**config.mk**
```make
export PLATFORM = sky130hd
export DESIGN_NAME = fetch_unit_flat
export DESIGN_NICKNAME = d
export VERILOG_FILES = /design/src/rtl/fetch_unit_if.sv /design/src/rtl/fetch_unit.sv /design/src/flat_wrapper.sv
export SDC_FILE = /design/constraint.sdc
export NUM_CORES = 1
export LEC_CHECK = 0
export CELL_PAD_IN_SITES_DETAIL_PLACEMENT = 0
export CELL_PAD_IN_SITES_GLOBAL_PLACEMENT = 2
export CORE_ASPECT_RATIO = 1.75
export CORE_MARGIN = 1.5
export CORE_UTILIZATION = 18
export CTS_CLUSTER_SIZE = 16
export DETAILED_ROUTE_END_ITERATION = 8
export PLACE_DENSITY_LB_ADDON = 0.1
export SETUP_SLACK_MARGIN = 0.15
export SYNTH_ARGS = -nofsm -noshare
export SYNTH_HDL_FRONTEND = slang
export SYNTH_SLANG_ARGS = --single-unit
```
**constraint.sdc**
```tcl
create_clock -name CLK -period 1.3 [get_ports CLK]
set_input_delay 0.26 -clock CLK [delete_from_list [all_inputs] [get_ports CLK]]
set_output_delay 0.26 -clock CLK [all_outputs]
set_load 0.005 [all_outputs]
```
**src/rtl/fetch_unit_if.sv**
```systemverilog
// fetch_if: bundles every non-clock/reset signal of fetch_unit.
//   PC side     : PC_IN (from pc.PC_OUT), PC_ENABLE / PC_MODE / PC_D (to pc)
//   Memory side : MEM_REQ / MEM_ADDR out, MEM_ACK / MEM_RDATA in
//   Decode side : INSTR / INSTR_PC / INSTR_VALID out, INSTR_READY in
//   Redirect    : REDIRECT / REDIRECT_ADDR in
// master = fetch_unit, slave = the environment (pc, memory, decode, branch unit).
interface fetch_if;
    logic [31:0] PC_IN;
    logic        PC_ENABLE;
    logic        PC_MODE;
    logic [31:0] PC_D;
    logic        MEM_REQ;
    logic [31:0] MEM_ADDR;
    logic        MEM_ACK;
    logic [31:0] MEM_RDATA;
    logic [31:0] INSTR;
    logic [31:0] INSTR_PC;
    logic        INSTR_VALID;
    logic        INSTR_READY;
    logic        REDIRECT;
    logic [31:0] REDIRECT_ADDR;

    modport master (
        input  PC_IN, MEM_ACK, MEM_RDATA, INSTR_READY, REDIRECT, REDIRECT_ADDR,
        output PC_ENABLE, PC_MODE, PC_D, MEM_REQ, MEM_ADDR, INSTR, INSTR_PC, INSTR_VALID
    );

    modport slave (
        output PC_IN, MEM_ACK, MEM_RDATA, INSTR_READY, REDIRECT, REDIRECT_ADDR,
        input  PC_ENABLE, PC_MODE, PC_D, MEM_REQ, MEM_ADDR, INSTR, INSTR_PC, INSTR_VALID
    );
endinterface

```
**src/rtl/fetch_unit.sv**
```systemverilog
// fetch_unit: instruction fetch controller driving an external program counter.
//   CLK, RES     : clock, synchronous active-high reset (shared with pc)
//   bus (master) : PC control, memory req/ack port, decode valid/ready port,
//                  redirect request (see fetch_if)
//   dbg_state_o  : current FSM state, for observation only
//
// Handshakes:
//   Memory: MEM_REQ/MEM_ADDR stay constant from the rising of MEM_REQ until the
//   single-cycle MEM_ACK pulse; MEM_RDATA is only meaningful in the ack cycle and
//   an ack while MEM_REQ=0 has no effect.
//   Decode: an instruction transfers on a cycle with INSTR_VALID=1 and
//   INSTR_READY=1; INSTR/INSTR_PC hold steady while INSTR_VALID=1 and not taken.
//   A redirect cycle voids any transfer in that same cycle.
module fetch_unit #(
    parameter logic [31:0] RESET_ADDR = 32'h1A000000
) (
    input  logic       CLK,
    input  logic       RES,
    fetch_if.master    bus,
    output logic [1:0] dbg_state_o
);
    typedef enum logic [1:0] {
        S_IDLE    = 2'd0,
        S_REQ     = 2'd1,
        S_HOLD    = 2'd2,
        S_DISCARD = 2'd3
    } state_t;

    state_t      state_q;
    logic [31:0] instr_q;
    logic [31:0] instr_pc_q;
    logic        instr_valid_q;
    // Address of a request that was in flight when a redirect arrived; the
    // memory still owes us an ack for it, so it is presented until then.
    logic [31:0] addr_hold_q;

    logic        redirect_act;

    assign redirect_act = bus.REDIRECT && !RES;

    // PC control: redirect loads the aligned target; otherwise the PC only
    // advances on the edge that captures a fetched instruction.
    always_comb begin
        bus.PC_ENABLE = 1'b0;
        bus.PC_MODE   = 1'b0;
        bus.PC_D      = 32'h0;
        if (redirect_act) begin
            bus.PC_ENABLE = 1'b1;
            bus.PC_MODE   = 1'b1;
            bus.PC_D      = {bus.REDIRECT_ADDR[31:2], 2'b00};
        end else if (!RES && (state_q == S_REQ) && bus.MEM_ACK) begin
            bus.PC_ENABLE = 1'b1;
        end
    end

    always_comb begin
        bus.MEM_REQ  = 1'b0;
        bus.MEM_ADDR = 32'h0;
        case (state_q)
            S_REQ: begin
                bus.MEM_REQ  = 1'b1;
                bus.MEM_ADDR = bus.PC_IN;
            end
            S_DISCARD: begin
                bus.MEM_REQ  = 1'b1;
                bus.MEM_ADDR = addr_hold_q;
            end
            default: begin
                bus.MEM_REQ  = 1'b0;
                bus.MEM_ADDR = 32'h0;
            end
        endcase
    end

    always_ff @(posedge CLK) begin
        if (RES) begin
            state_q       <= S_IDLE;
            instr_q       <= 32'h0;
            instr_pc_q    <= RESET_ADDR;
            instr_valid_q <= 1'b0;
            addr_hold_q   <= 32'h0;
        end else if (bus.REDIRECT) begin
            // Whatever is held or arriving now is wrong-path.
            instr_valid_q <= 1'b0;
            case (state_q)
                S_REQ: begin
                    if (bus.MEM_ACK) begin
                        state_q <= S_REQ;
                    end else begin
                        addr_hold_q <= bus.PC_IN;
                        state_q     <= S_DISCARD;
                    end
                end
                S_DISCARD: state_q <= S_DISCARD;
                default:   state_q <= S_REQ;
            endcase
        end else begin
            case (state_q)
                S_IDLE: state_q <= S_REQ;
                S_REQ: begin
                    if (bus.MEM_ACK) begin
                        instr_q       <= bus.MEM_RDATA;
                        instr_pc_q    <= bus.PC_IN;
                        instr_valid_q <= 1'b1;
                        state_q       <= S_HOLD;
                    end
                end
                S_HOLD: begin
                    if (bus.INSTR_READY) begin
                        instr_valid_q <= 1'b0;
                        state_q       <= S_REQ;
                    end
                end
                S_DISCARD: begin
                    if (bus.MEM_ACK) begin
                        state_q <= S_REQ;
                    end
                end
                default: state_q <= S_IDLE;
            endcase
        end
    end

    assign bus.INSTR       = instr_q;
    assign bus.INSTR_PC    = instr_pc_q;
    assign bus.INSTR_VALID = instr_valid_q;
    assign dbg_state_o     = state_q;
endmodule
```
**src/flat_wrapper.sv**
```systemverilog
// flat-port wrapper written by rule: the top's interface ports become plain ports
module fetch_unit_flat 
#(
    parameter logic [31:0] RESET_ADDR = 32'h1A000000
)
  (CLK, RES, dbg_state_o, bus_PC_IN, bus_MEM_ACK, bus_MEM_RDATA, bus_INSTR_READY, bus_REDIRECT, bus_REDIRECT_ADDR, bus_PC_ENABLE, bus_PC_MODE, bus_PC_D, bus_MEM_REQ, bus_MEM_ADDR, bus_INSTR, bus_INSTR_PC, bus_INSTR_VALID);
  fetch_if bus_i ();
  input  logic CLK;
  input  logic RES;
  output logic [1:0] dbg_state_o;
  input wire logic [$bits(bus_i.PC_IN)-1:0] bus_PC_IN;
  input wire logic [$bits(bus_i.MEM_ACK)-1:0] bus_MEM_ACK;
  input wire logic [$bits(bus_i.MEM_RDATA)-1:0] bus_MEM_RDATA;
  input wire logic [$bits(bus_i.INSTR_READY)-1:0] bus_INSTR_READY;
  input wire logic [$bits(bus_i.REDIRECT)-1:0] bus_REDIRECT;
  input wire logic [$bits(bus_i.REDIRECT_ADDR)-1:0] bus_REDIRECT_ADDR;
  output wire logic [$bits(bus_i.PC_ENABLE)-1:0] bus_PC_ENABLE;
  output wire logic [$bits(bus_i.PC_MODE)-1:0] bus_PC_MODE;
  output wire logic [$bits(bus_i.PC_D)-1:0] bus_PC_D;
  output wire logic [$bits(bus_i.MEM_REQ)-1:0] bus_MEM_REQ;
  output wire logic [$bits(bus_i.MEM_ADDR)-1:0] bus_MEM_ADDR;
  output wire logic [$bits(bus_i.INSTR)-1:0] bus_INSTR;
  output wire logic [$bits(bus_i.INSTR_PC)-1:0] bus_INSTR_PC;
  output wire logic [$bits(bus_i.INSTR_VALID)-1:0] bus_INSTR_VALID;
  assign bus_i.PC_IN = bus_PC_IN;
  assign bus_i.MEM_ACK = bus_MEM_ACK;
  assign bus_i.MEM_RDATA = bus_MEM_RDATA;
  assign bus_i.INSTR_READY = bus_INSTR_READY;
  assign bus_i.REDIRECT = bus_REDIRECT;
  assign bus_i.REDIRECT_ADDR = bus_REDIRECT_ADDR;
  assign bus_PC_ENABLE = bus_i.PC_ENABLE;
  assign bus_PC_MODE = bus_i.PC_MODE;
  assign bus_PC_D = bus_i.PC_D;
  assign bus_MEM_REQ = bus_i.MEM_REQ;
  assign bus_MEM_ADDR = bus_i.MEM_ADDR;
  assign bus_INSTR = bus_i.INSTR;
  assign bus_INSTR_PC = bus_i.INSTR_PC;
  assign bus_INSTR_VALID = bus_i.INSTR_VALID;
  fetch_unit #(.RESET_ADDR(RESET_ADDR)) u_core (.CLK(CLK), .RES(RES), .bus(bus_i), .dbg_state_o(dbg_state_o));
endmodule
```
==> impl_metrics.csv <==
group,metric,value,unit
floorplanning,rows,74,
floorplanning,core_region_area,23500,sq um
cts,clock_sinks,99,
pwr,peakVddDrop,591,uV
cts,numCtsBuffers,9,
critical_path,critPathMaxFanout,7,
final_layout,nets,971,
sta,period_share,1.39,
sta,skew,12.4,ps
pwr,p_per_area,889,nW/um^2
pwr,p_sw,2.12,mW
pwr,leakage,4.49,nW
final_layout,diodes,0,
synthesis,ys_ff_latch,99,
global_routing,antenna_found_initial,0,
global_routing,grt_usage,0.147,
cts,cts_max_level,3,
run,cap_violations,0,
floorplanning,die_h,208,um
pwr,fin_total_pwr,8.23,mW
synthesis,ys_types,23,
synthesis,yosysWarnings,0,
synthesis,synth_top_area_cell,"dfxtp_1",
sta,worst_slew_pin_slew,611,ps
pwr,switching_share,0.257,
sta,setup_viol,151,
critical_path,crit_required,1040,ps
detailed_routing,via_per_inst,4.18,
detailed_routing,wl_per_cell,17.4,um
detailed_routing,postRouteWirelength,20600,um
detailed_routing,vias,4924,
cts,cts_hold_buf,0,
synthesis,synth_flop_cell,"dfxtp_1",
synthesis,synth-edff-count,0,
sta,slew-limit-headroom,0.593,
synthesis,synth-async-reset-ratio,0,
final_layout,area_growth,114,%
sta,fin_ws,-504,ps
sta,finalHoldViolCount,0,
sta,fmax,554,MHz
pwr,clockPowerShare,0.368,
critical_path,critical_path.startpoint,"u_core.dbg_state_o[1]",
cts,cts_tree,"built",
synthesis,synth.most_common_cell,"nand2_1",
final_layout,drive_gt1_frac,0.435,
detailed_routing,ant_nets,0,
hold_path,holdCritPathClass,"in -> reg",
hold_path,worstHoldStart,"bus_REDIRECT",
detailed_routing,drc,0,
place,io_buffer_count,230,
synthesis,netlist_instances,550,
critical_path,reg2reg_from,"u_core.dbg_state_o[1]",
critical_path,cp-start-kind,"flip-flop",
sta,holdWs,297,ps
sta,rsz0062_at_grt,"yes",
pwr,power_frac_comb,0.244,
floorplanning,die_x,120,um
sta,final.min_clock_period,1800,ps
pwr,p_int,6.11,mW
pwr,p_seq_frac,0.389,
detailed_routing,first_pass_iters,4,
critical_path,worstPathArrival,1540,ps
run_status,outcome,"complete, but fails checks",
cts,ctsLongestPathBuffers,2,
synthesis,syn-cell-area,4330,sq um
synthesis,synth_common_cells,"192 x nand2_1, 99 x dfxtp_1, 96 x a21oi_1",
global_routing,overflow,0,
place,gp_congestion,0.726,
critical_path,worstSetupPathType,"reg -> out",
synthesis,synth_area_leaders,"dfxtp_1 46%, nand2_1 17%, a21oi_1 11%",
cts,clkTransAtPathRegs,60,ps
cts,insertion_delay,360,ps
synthesis,synth_seq_area_share,0.458,
cts,ctsRootBufferMaster,"clkbuf_16",
sta,drv_slew,0,
critical_path,cp-end-kind,"output port",
floorplanning,die_area,25000,sq um
synthesis,synth_top_area_share,0.458,
global_routing,grt_pass1_wl,28200,um
synthesis,synth_area_per_cell,7.87,sq um
floorplanning,num_io_pins,235,
global_routing,first_global_vias,4905,
run_status,failed_checks,"negative setup slack",
detailed_routing,drt_iter0_markers,111,
global_routing,grt_max_degree,100,
floorplanning,start_util,0.184,
place,dp_hpwl,11600,um
[power groups by stage]
stage | combinational [mW] | sequential [mW] | clock (mW)
2_1_floorplan | 0.515 | 3.26 | 0
3_3_place_gp | 1.46 | 3.27 | 0
3_5_place_dp | 1.46 | 3.27 | 0
4_1_cts | 1.80 | 3.20 | 3.16
5_1_grt | 2.14 | 3.21 | 3.27
6_report | 2.01 | 3.20 | 3.03
[cells by family (layout without fill, tap and decap cells)]
kind of cell / Yosys count / count (layout) / share of synthesized area
simple gates: 266 / 266 / 0.279
compound gates: 101 / 101 / 0.119
flops: 99 / 99 / 0.458
buf+inv: 51 / 375 / 0.0694
mux: 32 / 32 / 0.0740
other cells: 1 / 2 / 0.000866
[final timing paths]
check                                         endpoint  slack (ps)  cells after the start
worst min-delay path            u_core.bus.INSTR_VALID         300                      3
worst max-delay path                  bus_MEM_ADDR[30]        -500                      6
worst max register to register    u_core.bus.INSTR[19]        -470                      9
worst min register to register  u_core.bus.INSTR_PC[3]         450                      2
[stage by stage]
step	cells	setup TNS, ps	setup WS, ps	util	cell area (sq um)
2_1_floorplan	551	0	100	-	4390
3_3_place_gp	1090	-82470	-691	0.310	7280
3_5_place_dp	1090	-84070	-714	0.310	7280
4_1_cts	1156	-71200	-534	0.358	8420
5_1_grt	1179	-65690	-554	0.394	9260
6_report	1179	-56810	-504	0.394	9260
[metal layers]
layer	vias up	GRT usage	share of wire	wire, um
li1	2415	-	-	-
met1	2343	0.156	0.37	7660
met2	154	0.294	0.57	11700
met3	12	0.0274	0.047	974
met4	0	0.0292	0.012	243
met5	-	0	0	0
[sequential cells by signal, indices dropped and copies added (netlist names)]
name                    count
u_core.addr_hold_q         32
u_core.bus.INSTR           32
u_core.bus.INSTR_PC        32
u_core.dbg_state_o          2
u_core.bus.INSTR_VALID      1
[worst max-delay path, stage by stage, from the launching register on]
cell and delay (ps):
dfxtp_4 430, buf_4 140, buf_12 120, buf_6 90, mux2i_1 210, nor2b_1 80, buf_2 130
[final cells by class]
class	instances	area [sq um]
fillers	2433	14300
repair buffers	356	3950
multi-input cells	401	2570
flip-flops and latches	99	2010
well taps	304	380
clock buffers	11	243
clock inverters	5	82.6
inverters	3	16.3
[cell usage in the layout (no fill, tap or decap), types with 5 or more instances in the layout]
cell type        netlist  final
and2_4                 0     30
dlygate4sd2_1          0     10
nand2_4                0     16
buf_2                 12     48
clkbuf_16              0     14
clkdlybuf4s50_1        0     86
dfxtp_2                0     18
nor2b_1               32     32
dfxtp_1               99     79
a21oi_2                0     56
a21oi_1               96     40
nand2_2                0     25
buf_16                 0     13
mux2i_1               32     31
buf_12                 0     21
dlymetal6s2s_1         0     49
buf_4                  7     47
nand2_1              192    151
buf_6                  9     69
buf_8                  0      5
[timing repair]
item	in CTS	in global routing
pin swaps	45	44
gates resized for setup	450	198
cloned	14	7
setup buffers	36	16
endpoints found under the hold margin	0	0
endpoints found under the setup margin	231	221
(Power assumes the default switching activity.)
